--- config.mk ---
export PLATFORM = sky130hd
export DESIGN_NAME = etc_pixel_writer
export DESIGN_NICKNAME = d
export VERILOG_FILES = /design/src/rtl/etc_pkg.sv /design/src/rtl/etc_fb_addr_gen.sv /design/src/rtl/etc_pixel_writer.sv
export SDC_FILE = /design/constraint.sdc
export NUM_CORES = 1
export LEC_CHECK = 0
export ABC_AREA = 1
export CAP_MARGIN = 20
export CORE_ASPECT_RATIO = 1.2
export CORE_MARGIN = 5
export CORE_UTILIZATION = 51
export CTS_BUF_LIST = sky130_fd_sc_hd__clkbuf_2 sky130_fd_sc_hd__clkbuf_4 sky130_fd_sc_hd__clkbuf_8
export DETAILED_ROUTE_END_ITERATION = 10
export DONT_BUFFER_PORTS = 1
export PLACE_DENSITY = 0.66
export SYNTH_ARGS = -nofsm -noshare
export SYNTH_HDL_FRONTEND = slang
export SYNTH_HIERARCHICAL = 1
export SYNTH_SLANG_ARGS = --single-unit
--- constraint.sdc ---
create_clock -name sclk -period 6.3 [get_ports sclk]
set_clock_uncertainty 0.1 [all_clocks]
set_input_delay 0.945 -clock sclk [delete_from_list [all_inputs] [get_ports sclk]]
set_output_delay 0.945 -clock sclk [all_outputs]
set_load 0.005 [all_outputs]
--- src/rtl/etc_pkg.sv ---
// etc_pkg -- shared definitions for the ETC pixel writer.
//   IMG_W / BLK_PER_ROW : default image geometry (square image, 4x4 blocks)
//   FB_AW               : framebuffer word-address width
//   CNT_W               : width of the per-frame pixel counter
//   wr_state_e          : writer FSM state encoding
//   fmt_pixel()         : framebuffer data formatting.
// Optional feature macro: ETC_WRITER_ALPHA_EN keeps the decoded alpha byte;
// when it is undefined, alpha is forced to 8'hFF (opaque).
package etc_pkg;

    localparam int IMG_W       = 128;
    localparam int BLK_PER_ROW = 32;
    localparam int FB_AW       = 14;
    localparam int CNT_W       = 15;

    typedef enum logic [1:0] {
        ST_IDLE  = 2'd0,
        ST_WRITE = 2'd1,
        ST_ACK   = 2'd2,
        ST_DRAIN = 2'd3
    } wr_state_e;

    function automatic logic [31:0] fmt_pixel(input logic [31:0] rgba);
`ifdef ETC_WRITER_ALPHA_EN
        return rgba;
`else
        return {rgba[31:8], 8'hFF};
`endif
    endfunction

endpackage

--- src/rtl/etc_fb_addr_gen.sv ---
// etc_fb_addr_gen -- combinational framebuffer address and range check.
//   blk_x, blk_y : block column / row
//   pix_idx      : pixel index inside the 4x4 block (column-major)
//   addr         : (blk_y*4+py)*IMG_W + blk_x*4+px, truncated to FB_AW bits
//   in_range     : 1 when block coordinates and pixel index are legal
module etc_fb_addr_gen
    import etc_pkg::*;
#(
    parameter int IMG_W       = etc_pkg::IMG_W,
    parameter int BLK_PER_ROW = etc_pkg::BLK_PER_ROW
) (
    input  logic [7:0]       blk_x,
    input  logic [7:0]       blk_y,
    input  logic [4:0]       pix_idx,
    output logic [FB_AW-1:0] addr,
    output logic             in_range
);

    logic [1:0] px;
    logic [1:0] py;

    always_comb begin
        // Column-major placement: upper index bits pick the column.
        px = pix_idx[3:2];
        py = pix_idx[1:0];
        // {blk,p} is exactly blk*4+p; evaluating in FB_AW bits gives the
        // required modulo-2^FB_AW truncation for free.
        addr = FB_AW'({blk_y, py}) * FB_AW'(IMG_W) + FB_AW'({blk_x, px});
        in_range = (32'(blk_x) < BLK_PER_ROW) &&
                   (32'(blk_y) < BLK_PER_ROW) &&
                   !pix_idx[4];
    end

endmodule

--- src/rtl/etc_pixel_writer.sv ---
// etc_pixel_writer -- writes decoded ETC pixels into a linear framebuffer.
//   sclk, rsrt_n          : clock, asynchronous active-low reset
//   valid                 : request, held until write_finish is seen
//   blockX, blockY        : block coordinates of the pixel
//   pixIdx, pix_rgba      : pixel index in block, {R,G,B,A} data
//   write_finish          : one-cycle acknowledge
//   fb_we/fb_addr/fb_data : framebuffer write port
//   frame_done            : pulses with the ACK of the last pixel of a frame
//   idx_err               : sticky out-of-range flag, cleared by reset only
// Optional feature macro: ETC_WRITER_ALPHA_EN (pass alpha through unchanged).
module etc_pixel_writer
    import etc_pkg::*;
#(
    parameter int IMG_W       = etc_pkg::IMG_W,
    parameter int BLK_PER_ROW = etc_pkg::BLK_PER_ROW
) (
    input  logic             sclk,
    input  logic             rsrt_n,
    input  logic             valid,
    input  logic [7:0]       blockX,
    input  logic [7:0]       blockY,
    input  logic [4:0]       pixIdx,
    input  logic [31:0]      pix_rgba,
    output logic             write_finish,
    output logic             fb_we,
    output logic [FB_AW-1:0] fb_addr,
    output logic [31:0]      fb_data,
    output logic             frame_done,
    output logic             idx_err
);

    localparam logic [CNT_W-1:0] FRAME_LAST = CNT_W'(IMG_W * IMG_W - 1);

    // Reset is asserted asynchronously but released only after two sclk
    // edges, so no state moves on the deassertion edge itself.
    logic rst_meta_q;
    logic rst_sync_n_q;

    always_ff @(posedge sclk or negedge rsrt_n) begin
        if (!rsrt_n) begin
            rst_meta_q   <= 1'b0;
            rst_sync_n_q <= 1'b0;
        end else begin
            rst_meta_q   <= 1'b1;
            rst_sync_n_q <= rst_meta_q;
        end
    end

    wr_state_e        state_q, state_d;
    logic [7:0]       blk_x_q, blk_x_d;
    logic [7:0]       blk_y_q, blk_y_d;
    logic [4:0]       pix_idx_q, pix_idx_d;
    logic [31:0]      data_q, data_d;
    logic [CNT_W-1:0] cnt_q, cnt_d;
    logic             idx_err_q, idx_err_d;
    logic [FB_AW-1:0] addr;
    logic             in_range;
    logic             frame_last;

    etc_fb_addr_gen #(
        .IMG_W       (IMG_W),
        .BLK_PER_ROW (BLK_PER_ROW)
    ) u_addr_gen (
        .blk_x    (blk_x_q),
        .blk_y    (blk_y_q),
        .pix_idx  (pix_idx_q),
        .addr     (addr),
        .in_range (in_range)
    );

    assign frame_last = (cnt_q == FRAME_LAST);

    // State and datapath registers.
    always_ff @(posedge sclk or negedge rst_sync_n_q) begin
        if (!rst_sync_n_q) begin
            state_q   <= ST_IDLE;
            blk_x_q   <= '0;
            blk_y_q   <= '0;
            pix_idx_q <= '0;
            data_q    <= '0;
            cnt_q     <= '0;
            idx_err_q <= 1'b0;
        end else begin
            // NOTE: non-blocking assignments so every register samples the
            // pre-edge values; blocking here would create order-dependent races.
            state_q   <= state_d;
            blk_x_q   <= blk_x_d;
            blk_y_q   <= blk_y_d;
            pix_idx_q <= pix_idx_d;
            data_q    <= data_d;
            cnt_q     <= cnt_d;
            idx_err_q <= idx_err_d;
        end
    end

    // Next-state logic.
    always_comb begin
        // NOTE: default assignment first so no path leaves state_d unassigned,
        // which would otherwise infer a latch.
        state_d = state_q;
        unique case (state_q)
            ST_IDLE:  if (valid) state_d = ST_WRITE;
            ST_WRITE: state_d = ST_ACK;
            ST_ACK:   state_d = ST_DRAIN;
            // Wait for the fetcher to drop valid so a held request is
            // never taken twice.
            ST_DRAIN: if (!valid) state_d = ST_IDLE;
            default:  state_d = ST_IDLE;
        endcase
    end

    // Datapath next values: inputs are sampled only on the IDLE->WRITE edge.
    always_comb begin
        blk_x_d   = blk_x_q;
        blk_y_d   = blk_y_q;
        pix_idx_d = pix_idx_q;
        data_d    = data_q;
        cnt_d     = cnt_q;
        idx_err_d = idx_err_q;
        if (state_q == ST_IDLE && valid) begin
            blk_x_d   = blockX;
            blk_y_d   = blockY;
            pix_idx_d = pixIdx;
            data_d    = fmt_pixel(pix_rgba);
        end
        if (state_q == ST_WRITE && !in_range) begin
            idx_err_d = 1'b1;
        end
        // Dropped writes still count so the frame length stays fixed.
        if (state_q == ST_ACK) begin
            cnt_d = frame_last ? '0 : cnt_q + 1'b1;
        end
    end

    // Moore outputs decoded from the state register.
    always_comb begin
        fb_we        = (state_q == ST_WRITE) && in_range;
        write_finish = (state_q == ST_ACK);
        frame_done   = (state_q == ST_ACK) && frame_last;
        fb_addr      = addr;
        fb_data      = data_q;
        idx_err      = idx_err_q;
    end

endmodule
After elaboration in Yosys (flattened, before gate mapping)
Index checks and enable logic that the tools add are counted.

Memory bits (writable): 0. Bits in read-only memories: 0. Logic and storage cells: 33. Register bits after elaboration: 73. Bits in latches: 0. Memories: 0. Input port bits: 56. Output and inout bits: 50.

$add $sub $neg: 2. Bitwise operators: 0. Equality and inequality tests: 6. Order comparisons: 2. Muxes and demuxes: 4. $mul: 0. Shift operators: 0. Reduce and logical (&&, ||, !) cells: 10. Divide/modulo/power cells: 0.

Operators by type and width (count): 8-bit by 6-bit < comparator with 1-bit output (second input constant) (2); 15-bit by 1-bit adder with 15-bit output (second input constant) (1); 15-bit by 14-bit equality test with 1-bit output (second input constant) (1); 15-bit 2-to-1 mux (1); 14-bit by 10-bit adder with 14-bit output (1); 2-bit case mux with 4 select lines (1); 1-bit logical AND (6); 2-bit equality test (second input constant) (2); 2-bit 2-to-1 mux (2); 2-bit != test (second input constant) (2); 2-bit by 1-bit equality test with 1-bit output (second input constant) (1); 1-bit zero test (2); 2-bit zero test (1); 2-bit AND reduction (1).

Longest topological paths before layout
Depth in word-level cells: 5. Gate-level depth with buffers: 8. Gate-level depth less buffers: 8.

Hierarchy
The synthesis kept the hierarchy.

Modules (own cells, without submodules): etc_pixel_writer (cells an instance 235, area each 2834.0 µm², seq. area each 1651.6 µm², instances 1); etc_fb_addr_gen (cells an instance 47, area each 285.3 µm², seq. area each 0.0 µm², instances 1).

Worst setup path after synthesis
No wires, ideal clock.

Kind: register -> output. Start: register state_q[0]. End: output frame_done. Data required time: 5255 ps. Buffers on the path: 0. Setup slack: 3919 ps. Stages on the path, launching flop included: 7. Arrival: 1336 ps. Cells stage by stage: dfrtp_1 inv_1 ha_1 nand2_2 nor2_4 nand2_4 nor3_2.

Cells in the longest elaborated chain, start to end: 2.

RTL lines: start, declared (RTL line etc_pixel_writer.sv:49) `wr_state_e state_q, state_d;`; start signal, assigned (RTL line etc_pixel_writer.sv:86) `state_q <= state_d;`; 2-bit equality test; net write_finish (RTL line etc_pixel_writer.sv:24) `output logic write_finish,`; 1-bit logical AND (RTL line etc_pixel_writer.sv:139) `frame_done = (state_q == ST_ACK) && frame_last;`; end, declared (RTL line etc_pixel_writer.sv:28) `output logic frame_done,`.

The timed path passes the listed nets, and every way through them passes these cells.

Worst setup path in the final report
Same ends and word-level chain as after synthesis.

==> flow_summary.toml <==
[outcome]
status = "finished clean"

[pwr]
p_leak_nw = 1.57
power_mw = 1.55
power_frac_comb = 0.305
seq_power_share = 0.472
p_int_mw = 1.04
power_density_nw_per_um2 = 469
ir_worst_vdd_v = 0.000208
clockPowerShare = 0.223
switchingPower_mw = 0.510
swShare = 0.329

[clock_network]
clk_path_buf_depth = 2
cts_root_buf = "clkbuf_8"
cts_tree = "yes"
cts-hold-fix-buffers = 0
cts_resized = 0
clkTransAtPathRegs_ps = 70
clock_latency_ps = 330
cts_setup_buffers = 0
htree_levels = 3
clock_sinks = 66
cts-buffers-inserted = 9

[yosys]
synth_nets = 348
ys_warn_count = 6
netlist.top_cell.by_area = "dfrtp_1"
synth.top_cell.area_share = 0.529
avgSynthCellArea_sq_um = 11.1
synth_cell_types = 29
ys_seq_elements = 66
synth_area_leaders = "dfrtp_1 (53%), mux2_2 (16%), nand2_1 (5.5%)"
netlist_area_sq_um = 3120
synthCells = 282
yosysSeqAreaShare = 0.529

[sta]
slew_headroom = 0.343
finalHoldViolCount = 0
fin_crit_sh = 0.470
holdWs_ps = 136
final_max_slew_viol_count = 0
rsz0062_at_grt = "false"
post-route-min-period_ps = 2960
finalSetupTns_ps = 0
setup_viol = 0
tightest_slew_ps = 982
fmax_mhz = 338

[global_routing]
first_global_vias = 1891
grt_remaining_overflow = 0
antenna_found_initial = 0
grt_pass1_wl_um = 8620
grt_max_degree = 47
track_usage = 0.147

[drt]
ant_nets = 0
avgViaCountPerCell = 5.05
routedWlPerCell_um = 14.6
drt_wl_total_um = 5280
vias = 1822
route.detailed.drc = 0
dr.first_iter.drc_count = 43
first_pass_iters = 4

[placed_design]
io_buffers = 0
placed_area_sq_um = 3110
gp_congestion = 0.804
hpwl_um = 3930

[finish]
design_area_sq_um = 3300
drive_above_1_share = 0.265
areaGrowthSynthToFinish_pct = 5.70
final_util = 0.548
finalNetCount = 342
diodes = 0

[worst_setup_path]
crit_chain = "inv_1 -> ha_1 -> nand2_2 -> nor2_4 -> nand2_4 -> nor3_2"
slowest_delay_ps = 400
critical_path_peak_fanout = 7
crit_path_start_kind = "flip-flop"
worstPathArrival_ps = 1910
endpoint_kind = "output port"
crit_type = "flip-flop to output port"
required_ps = 5250
crit_slowest_cell = "dfrtp_1"

[floorplanning]
rows = 31
die_area_sq_um = 7790
coreArea_sq_um = 6010
fp.dieH_um = 95.7
ios = 106
die_x_um = 81.4
initial_core_util = 0.519

[job]
max-cap-violations = 0

[min_path]
min_path_type = "flip-flop to async pin"
layer usage:
metal	global-route usage	vias up	wire length [um]
met3	0.0633	7	449
met2	0.237	58	2710
met1	0.168	882	2040
met4	0.0676	0	79
li1	-	875	-
met5	0	-	0
path summary, 6_finish.rpt:
| check | slack (ps) | start | endpoint | depth (start not counted) |
|---|---|---|---|---|
| setup / recovery | 3340 | state_q[0] | frame_done | 6 |
| hold reg to reg | 140 | rst_sync_n_q | fb_data[27] | 0 |
| setup reg to reg | 4210 | state_q[0] | fb_data[24] | 4 |
| min in group sclk | 260 | rst_meta_q | rst_sync_n_q | 0 |
| max in group asynchronous | 5040 | rst_sync_n_q | pix_idx_q[4] | 1 |
| hold / removal | 140 | rst_sync_n_q | fb_data[27] | 0 |
stage by stage:
stage,setup slack (ps),cells
floorplan,3920,282
global placement,3680,347
detailed placement,3670,347
CTS,3300,361
global route,3230,361
finish,3340,361
cells in the final DEF, fill, tap and decap left out, drive strengths merged:
cell type  instances
nand3b             3
nand3              7
xnor2              4
clkbuf            11
xor2               4
nand2             50
bufinv             1
nor2              25
nor3b              1
ha                 9
fa                 1
o21bai             2
clkinv             2
dfrtp             66
a31oi              1
conb               1
inv               30
nor3               6
a21oi              2
mux2              45
o21ai              3
nand4              4
buf                1
power by group through the flow:
stage	registers, mW	logic (mW)	clock network, mW
after floorplan	0.702	0.446	0
after global placement	0.739	0.461	0
after detailed placement	0.744	0.482	0
after CTS	0.737	0.482	0.356
after global routing	0.758	0.538	0.374
final	0.731	0.471	0.345
flip-flops by register name (all words and copies together), names as in the netlist:
name          count
fb_data          25
cnt_q            15
blk_x_q           8
blk_y_q           8
pix_idx_q         5
state_q           2
idx_err           1
rst_meta_q        1
rst_sync_n_q      1
cells by family after synthesis:
group                      after synthesis  share of synthesized area
other                                    1                    0.00120
muxes                                   45                      0.162
adders and majority gates               10                     0.0425
xor gates and xnor gates                 8                     0.0249
buffers and inverters                   48                     0.0762
and+or+nand+nor                         96                      0.145
AOI/OAI and AO/OA                        8                     0.0185
DFF                                     66                      0.529
synth_stat cells:
master and number:
dfrtp_1 66, o21ai_4 1, inv_1 29, nor2_2 1, nor2_4 3, xnor2_1 4, buf_2 4, nor3_2 2
o21bai_1 2, nand3_1 7, nand4_1 4, nand2_2 3, fa_1 1, nand2_4 1, mux2_2 45, o21ai_0 2
buf_4 14, xor2_1 3, ha_1 9, nand3b_1 3, conb_1 1, a21oi_1 2, nor3_1 4, nor3b_1 1
nor2_1 21, inv_2 1, xor2_2 1, nand2_1 46, a31oi_1 1
area by class of cell:
cell class	count	area, sq um
Clock buffer	11	151
Clock inverter	3	40.0
Fill cell	540	2720
Inverter	30	113
Multi-Input combinational cell	168	1230
Sequential cell	66	1650
Tap cell	82	103
Timing Repair Buffer	1	7.51
critical path, delay by kind of cell, from the launching register on:
kind | cells | cell delay (ps)
DFF | 1 | 400
buffers and inverters | 1 | 130
adders and majority gates | 1 | 370
and+or+nand+nor | 4 | 680
(Power assumes the default switching activity.)
